File: src/rtl/id_ex_stage.sv
// ---------------------------------------------------------------------------
// id_ex_stage
//
// ID/EX pipeline register sitting directly in front of the execute-stage ALU.
// Operand 2 (register vs. immediate) and the destination register (rd vs. rt)
// are resolved here, so the ALU consumes data1_o/data2_o/ALUCtrl_o as-is.
//
// Update priority on each rising edge: rst_i > flush_i > stall_i > load.
//   - flush_i loads a bubble (all outputs zero) and bumps the bubble counter.
//   - stall_i holds every register, including the bubble counter.
//   - A load with valid_i = 0 suppresses RegWrite/MemRead/MemWrite and also
//     counts as a bubble.
// bubble_cnt_o saturates at all-ones and is only cleared by reset.
//
// Optional build macro: ID_EX_WB_BYPASS_EN
//   When defined, a WB-stage write to the register being read in the same
//   cycle (non-zero address) replaces the register-file value for rs and/or
//   rt. When undefined, the wb_* ports are present but ignored.
//
// Ports:
//   clk_i, rst_i                 clock, synchronous active-high reset
//   stall_i, flush_i, valid_i    pipeline control from hazard unit / ID
//   rs_data_i, rt_data_i, imm_i  operands from ID
//   rs/rt/rd_addr_i              register fields
//   ALUCtrl_i, ALUSrc_i, RegDst_i, RegWrite_i, MemRead_i, MemWrite_i,
//   MemtoReg_i                   decoded control
//   wb_regwrite_i, wb_addr_i, wb_data_i   WB-stage write port (bypass)
//   data1_o, data2_o, ALUCtrl_o  ALU inputs
//   store_data_o                 rt value for stores
//   wr_addr_o, rs_addr_o, rt_addr_o       register addresses
//   RegWrite_o, MemRead_o, MemWrite_o, MemtoReg_o, valid_o
//   bubble_cnt_o                 saturating count of bubble loads
// ---------------------------------------------------------------------------
module id_ex_stage #(
    parameter int DW = 32,
    parameter int AW = 5,
    parameter int CW = 16
) (
    input  logic          clk_i,
    input  logic          rst_i,
    input  logic          stall_i,
    input  logic          flush_i,
    input  logic          valid_i,
    input  logic [DW-1:0] rs_data_i,
    input  logic [DW-1:0] rt_data_i,
    input  logic [DW-1:0] imm_i,
    input  logic [AW-1:0] rs_addr_i,
    input  logic [AW-1:0] rt_addr_i,
    input  logic [AW-1:0] rd_addr_i,
    input  logic [3:0]    ALUCtrl_i,
    input  logic          ALUSrc_i,
    input  logic          RegDst_i,
    input  logic          RegWrite_i,
    input  logic          MemRead_i,
    input  logic          MemWrite_i,
    input  logic          MemtoReg_i,
    input  logic          wb_regwrite_i,
    input  logic [AW-1:0] wb_addr_i,
    input  logic [DW-1:0] wb_data_i,
    output logic [DW-1:0] data1_o,
    output logic [DW-1:0] data2_o,
    output logic [3:0]    ALUCtrl_o,
    output logic [DW-1:0] store_data_o,
    output logic [AW-1:0] wr_addr_o,
    output logic [AW-1:0] rs_addr_o,
    output logic [AW-1:0] rt_addr_o,
    output logic          RegWrite_o,
    output logic          MemRead_o,
    output logic          MemWrite_o,
    output logic          MemtoReg_o,
    output logic          valid_o,
    output logic [CW-1:0] bubble_cnt_o
);

    // Saturating increment: sticks at all-ones instead of wrapping.
    function automatic logic [CW-1:0] sat_inc(input logic [CW-1:0] v);
        return (&v) ? v : v + {{(CW-1){1'b0}}, 1'b1};
    endfunction

    logic [DW-1:0] data1_q, data1_d;
    logic [DW-1:0] data2_q, data2_d;
    logic [DW-1:0] store_q, store_d;
    logic [3:0]    alu_q, alu_d;
    logic [AW-1:0] wr_q, wr_d;
    logic [AW-1:0] rs_q, rs_d;
    logic [AW-1:0] rt_q, rt_d;
    logic          regwrite_q, regwrite_d;
    logic          memread_q, memread_d;
    logic          memwrite_q, memwrite_d;
    logic          memtoreg_q, memtoreg_d;
    logic          valid_q, valid_d;
    logic [CW-1:0] cnt_q, cnt_d;

    logic [DW-1:0] rs_val;
    logic [DW-1:0] rt_val;

    // Operand source: register file, optionally overridden by a same-cycle
    // WB write. Register 0 is never bypassed since it is hardwired to zero.
    always_comb begin
        rs_val = rs_data_i;
        rt_val = rt_data_i;
`ifdef ID_EX_WB_BYPASS_EN
        if (wb_regwrite_i && (wb_addr_i != '0) && (wb_addr_i == rs_addr_i))
            rs_val = wb_data_i;
        if (wb_regwrite_i && (wb_addr_i != '0) && (wb_addr_i == rt_addr_i))
            rt_val = wb_data_i;
`endif
    end

`ifndef ID_EX_WB_BYPASS_EN
    logic unused_wb;
    assign unused_wb = ^{wb_regwrite_i, wb_addr_i, wb_data_i};
`endif

    always_comb begin
        data1_d    = data1_q;
        data2_d    = data2_q;
        store_d    = store_q;
        alu_d      = alu_q;
        wr_d       = wr_q;
        rs_d       = rs_q;
        rt_d       = rt_q;
        regwrite_d = regwrite_q;
        memread_d  = memread_q;
        memwrite_d = memwrite_q;
        memtoreg_d = memtoreg_q;
        valid_d    = valid_q;
        cnt_d      = cnt_q;

        if (flush_i) begin
            // Bubble: flush overrides stall and a valid instruction alike.
            data1_d    = '0;
            data2_d    = '0;
            store_d    = '0;
            alu_d      = 4'b0000;
            wr_d       = '0;
            rs_d       = '0;
            rt_d       = '0;
            regwrite_d = 1'b0;
            memread_d  = 1'b0;
            memwrite_d = 1'b0;
            memtoreg_d = 1'b0;
            valid_d    = 1'b0;
            cnt_d      = sat_inc(cnt_q);
        end else if (!stall_i) begin
            data1_d    = rs_val;
            data2_d    = ALUSrc_i ? imm_i : rt_val;
            store_d    = rt_val;
            alu_d      = ALUCtrl_i;
            wr_d       = RegDst_i ? rd_addr_i : rt_addr_i;
            rs_d       = rs_addr_i;
            rt_d       = rt_addr_i;
            // State-changing controls are gated so a non-instruction can
            // never write the register file or touch memory.
            regwrite_d = RegWrite_i & valid_i;
            memread_d  = MemRead_i  & valid_i;
            memwrite_d = MemWrite_i & valid_i;
            memtoreg_d = MemtoReg_i;
            valid_d    = valid_i;
            if (!valid_i)
                cnt_d = sat_inc(cnt_q);
        end
    end

    always_ff @(posedge clk_i) begin
        if (rst_i) begin
            data1_q    <= '0;
            data2_q    <= '0;
            store_q    <= '0;
            alu_q      <= 4'b0000;
            wr_q       <= '0;
            rs_q       <= '0;
            rt_q       <= '0;
            regwrite_q <= 1'b0;
            memread_q  <= 1'b0;
            memwrite_q <= 1'b0;
            memtoreg_q <= 1'b0;
            valid_q    <= 1'b0;
            cnt_q      <= '0;
        end else begin
            data1_q    <= data1_d;
            data2_q    <= data2_d;
            store_q    <= store_d;
            alu_q      <= alu_d;
            wr_q       <= wr_d;
            rs_q       <= rs_d;
            rt_q       <= rt_d;
            regwrite_q <= regwrite_d;
            memread_q  <= memread_d;
            memwrite_q <= memwrite_d;
            memtoreg_q <= memtoreg_d;
            valid_q    <= valid_d;
            cnt_q      <= cnt_d;
        end
    end

    assign data1_o      = data1_q;
    assign data2_o      = data2_q;
    assign store_data_o = store_q;
    assign ALUCtrl_o    = alu_q;
    assign wr_addr_o    = wr_q;
    assign rs_addr_o    = rs_q;
    assign rt_addr_o    = rt_q;
    assign RegWrite_o   = regwrite_q;
    assign MemRead_o    = memread_q;
    assign MemWrite_o   = memwrite_q;
    assign MemtoReg_o   = memtoreg_q;
    assign valid_o      = valid_q;
    assign bubble_cnt_o = cnt_q;

endmodule

File: config.mk
export PLATFORM = sky130hd
export DESIGN_NAME = id_ex_stage
export DESIGN_NICKNAME = d
export VERILOG_FILES = /design/src/rtl/id_ex_stage.sv
export SDC_FILE = /design/constraint.sdc
export NUM_CORES = 1
export LEC_CHECK = 0
export ABC_AREA = 0
export ABC_CLOCK_PERIOD_IN_PS = 2500
export BUFFER_PORTS_ARGS = -buffer_cell sky130_fd_sc_hd__buf_2
export CORE_ASPECT_RATIO = 0.6
export CORE_UTILIZATION = 44
export CTS_CLUSTER_SIZE = 14
export DETAILED_ROUTE_END_ITERATION = 8
export PLACE_DENSITY = 0.87
export SLEW_MARGIN = 10
export SYNTH_ARGS = -nofsm -noshare
export SYNTH_HDL_FRONTEND = slang
export SYNTH_SLANG_ARGS = --single-unit
File: constraint.sdc
create_clock -name clk_i -period 2.5 [get_ports clk_i]
set_input_delay 0.5 -clock clk_i [delete_from_list [all_inputs] [get_ports clk_i]]
set_output_delay 0.5 -clock clk_i [all_outputs]
set_load 0.005 [all_outputs]
# After elaboration in Yosys (flattened, before gate mapping)
# Index checks and enable logic that the tools add are counted.
# classes
addsub	1
mux	6
eq_ne	2
bitwise_logic	3
reduce_logical	3
# op_table
cell	count
$mux 16	4
$mux 32	1
$add 16x1->16 const B	1
$reduce_and 16->1	1
$mux 5	1
$and 1x1->1	3
$ne 2x1->1 const B	1
$ne 2x2->1 const B	1
$reduce_and 2->1	1
$reduce_or 2->1	1
# totals
ff_bits	136
output_inout_bits	136

# Depth between registers and ports, before layout
# logic_depth
word_depth	5
ltp_mapped	6
ltp_nobuf	5

# Worst setup path after synthesis
# OpenSTA, ideal clock, no wires.
# synth_path
path_kind	input to register
start	in stall_i
end	reg cnt_q[11] (netlist: bubble_cnt_o[11])
arrival_ns	2.033
cell_stages	6
path_buffers	2
setup_time_ns	0.070
path_slack_ns	0.396
path_cell_list	buf_6 > o21ba_1 > or4b_1 > buf_2 > or4_1 > a21oi_1
# synth_via
elab_chain_cells	2
# synth_rtl
element	line	source
from (decl)	41	input logic stall_i,
$ne 2x1->1 (no source line)	-	
$reduce_and 2->1 (no source line)	-	
to (signal assigned)	193	cnt_q <= cnt_d;
to (decl)	92	logic [CW-1:0] cnt_q, cnt_d;
# No other way between the ends.
# A chain may end at the register's enable or synchronous reset.

# Worst setup path in the final report
# layout_path
start	reg cnt_q[6] (netlist: bubble_cnt_o[6])
end	reg cnt_q[11] (netlist: bubble_cnt_o[11])
# layout_via
elab_chain_cells	5
elab_cells_between_ends	6
# layout_rtl
element	line	source
$add 16x1->16 or $reduce_and 16->1 (tied branches)	77	return (&v) ? v : v + {{(CW-1){1'b0}}, 1'b1};
$mux 16 (*)	77	
$mux 16	160	if (!valid_i)
$mux 16	145	end else if (!stall_i) begin
$mux 16 (*)	130	if (flush_i) begin
# Mark *: on every way between the ends. The rest lies on a longest branch, timed or not. The select of a mux whose other input is x is not followed.

==> run_results.csv <==
group,metric,value,unit
clock_tree,h-tree-depth,4,
clock_tree,cts.repair.resized,0,
synthesis,synth_top_area_frac,0.509,
route,postRouteAntennaNets,0,
floorplanning,rows,30,
floorplanning,initial_core_util,0.463,
clock_tree,cts_setup_buffers,0,
final_layout,syn2layout_area_growth,38.1,%
sta,rsz0062_at_grt,"no",
power,irDropWorstVdd,0.000457,V
floorplanning,fp.dieH,87.4,um
setup_path,cp_max_fo,8,
synthesis,ys_seq_area_frac,0.509,
placed_design,numPortBuffers,261,
final_layout,nNetsFinal,982,
power,power.total,0.00520,W
placed_design,pre_cts_slack,0.298,ns
route,drtIter0Drc,179,
synthesis,yosysUniqueCellTypes,35,
power,power_frac_seq,0.437,
sta,setup_ws,0.562,ns
sta,hold_violations,0,
sta,maxSlewViolCount,0,
synthesis,synth_area_leaders,"dfxtp_1, mux2i_1, nor2_1, a21oi_1, clkbuf_1",
placed_design,placed_cell_area,6800,um^2
power,leakage,3.73,nW
synthesis,synth-seq-cells,136,
route,vias,4798,
clock_tree,cts_made_buffers,17,
route,drt-total-wl,13.4,mm
setup_path,cp_slowest_cell,"or4b_1",
placed_design,place.gp.congestion,0.801,
synthesis,syn-num-nets,736,
synthesis,syn_avg_cell_area,9.37,um^2
setup_path,start_kind,"flip-flop",
sta,skew,0.0109,ns
power,p_switching,0.00130,W
power,clock_power_share,0.466,
sta,setup-violations-final,0,
final_layout,layout-drive-gt1-share,0.366,
sta,relSlewSlack,0.438,
synthesis,synth_top_area_cell,"dfxtp_1",
grt,grt_max_degree,159,
status,outcome,"finished, final reports clean",
power,cellPowerDensity,705,nW/um^2
final_layout,final_util,0.639,
grt,track_usage,0.207,
grt,grt_pass1_wl,20.3,mm
setup_path,crit_required,2.84,ns
synthesis,syn_area,5350,um^2
floorplanning,dieArea,12600,um^2
flow_run,drv_cap,0,
grt,grt_pass1_vias,4274,
clock_tree,cts-root-buf,"clkbuf_16",
grt,antenna_found_initial,1,
synthesis,yosys_warnings,0,
sta,final.setup.tns,0,ns
route,drc_errors,0,
clock_tree,cts.sinks,136,
sta,fmax,0.516,GHz
clock_tree,clkTransAtPathRegs,0.07,ns
route,avgViaCountPerCell,4.85,
setup_path,slowest_delay,0.63,ns
floorplanning,dieWidth,144,um
min_path,hp-class,"in -> reg",
clock_tree,cts_buffer_depth,2,
placed_design,dp_hpwl,9.77,mm
clock_tree,cts_tree,"done",
synthesis,syn-instance-count,571,
route,drt_pre_antenna_iters,4,
sta,fin_crit_sh,0.775,
setup_path,endpoint_kind,"flip-flop",
floorplanning,core_region_area,11600,um^2
final_layout,stdcell_area,7380,um^2
clock_tree,insertion_delay,0.40,ns
power,switching_share,0.251,
final_layout,antennaDiodeCount,0,
sta,fin_crit,1.94,ns
power,pwr-share-comb,0.098,
clock_tree,ctsHoldBuffers,0,
grt,grt_overflow_total,0,
setup_path,worstPathCellList,"nand4_1 > or4b_1 > or4_1 > a21oi_1",
sta,worst_pin_slew,0.843,ns
route,wl_per_cell,13.5,um
setup_path,crit_type,"reg -> reg",
setup_path,arrival,2.28,ns
power,power.internal,0.00390,W
floorplanning,io_pins,300,
-- sequential cells by signal, summed over array words and instances, names as in the netlist, 4 cells and up --
signal	flops
data2_o	32
ALUCtrl_o	4
store_data_o	32
rs_addr_o	5
bubble_cnt_o	16
data1_o	32
wr_addr_o	5
rt_addr_o	5
-- final cells by class --
class	instances	area, um^2
Sequential cell	136	2720
Timing Repair Buffer	268	1420
Inverter	2	7.51
Multi-Input combinational cell	392	2460
Tap cell	160	200
Clock buffer	17	425
Fill cell	979	4180
Clock inverter	15	155
-- layer usage --
| metal | vias up | GRT usage | wire length (um) | share of wire |
|---|---|---|---|---|
| li1 | 2454 | - | - | - |
| met5 | - | 0 | 0 | 0 |
| met4 | 0 | 0.0574 | 80 | 0.0060 |
| met3 | 8 | 0.0891 | 1170 | 0.087 |
| met1 | 2174 | 0.237 | 5670 | 0.42 |
| met2 | 162 | 0.354 | 6470 | 0.48 |
-- layout by cell type (no fill, tap or decap), drive strengths merged, types with 3 or more instances in the layout --
cell type    n
buf        268
nor2       160
dfxtp      136
mux2i      117
a21oi       48
clkbuf      17
inv         11
or3          7
nand3        6
nand4        5
o31ai        5
nand2        5
o21ai        5
or4          4
clkinvlp     4
a211oi       3
nor4         3
a22oi        3
or2          3
-- cells in the mapped netlist --
cell and number:
a211oi_1 3, a21oi_1 48, a22oi_1 3, a41oi_1 1
and3_1 2, and4_1 1, buf_1 8, buf_2 1
buf_6 1, clkbuf_1 31, dfxtp_1 136, ha_1 1
inv_1 2, mux2_2 1, mux2i_1 117, nand2_1 5
nand2b_1 2, nand3_1 6, nand4_1 5, nor2_1 160
nor2b_1 2, nor3_1 2, nor4_1 3, o21ai_0 5
o21ba_1 1, o21ba_2 1, o21bai_1 1, o31a_1 2
o31ai_1 5, or2_0 1, or2_1 1, or2_2 1
or3_1 7, or4_1 4, or4b_1 1
-- through the flow --
step / hold WS, ns / std cells
6_report: 0.325 / 990
5_1_grt: 0.307 / 990
4_1_cts: 0.313 / 990
3_5_place_dp: 0.472 / 958
3_3_place_gp: 0.464 / 958
2_1_floorplan: 0.482 / 571
-- critical path, delay by kind of cell, from the launching register on --
| kind | cells | cell delay [ns] |
|---|---|---|
| simple gates | 3 | 1.31 |
| flops | 1 | 0.42 |
| compound gates | 1 | 0.15 |
-- worst paths after layout --
path | slack, ns | to | from | cells past startpoint
max | 0.56 | bubble_cnt_o[11]$_SDFFE_PP0P_ | bubble_cnt_o[6]$_SDFFE_PP0P_ | 4
min | 0.32 | ALUCtrl_o[0]$_SDFFE_PP0N_ | ALUCtrl_i[0] | 3
max reg2reg | 0.56 | bubble_cnt_o[11]$_SDFFE_PP0P_ | bubble_cnt_o[6]$_SDFFE_PP0P_ | 4
min reg2reg | 0.48 | data2_o[8]$_SDFFE_PP0N_ | data2_o[8]$_SDFFE_PP0N_ | 2
-- power by group through the flow --
stage               logic [W]  registers, W  clock network, W
finish               0.000509       0.00227           0.00242
global route         0.000564       0.00228           0.00258
CTS                  0.000513       0.00227           0.00247
detailed placement   0.000512       0.00232                 0
global placement     0.000501       0.00232                 0
floorplan            0.000275       0.00233                 0
-- cell families after synthesis --
group           count (synthesis)  synth area share
simple gates                  203             0.161
mux                           118             0.221
fa+ha+maj                       1           0.00234
flops                         136             0.509
compound gates                 70            0.0751
buf+inv                        43            0.0318
(Power assumes the default switching activity.)
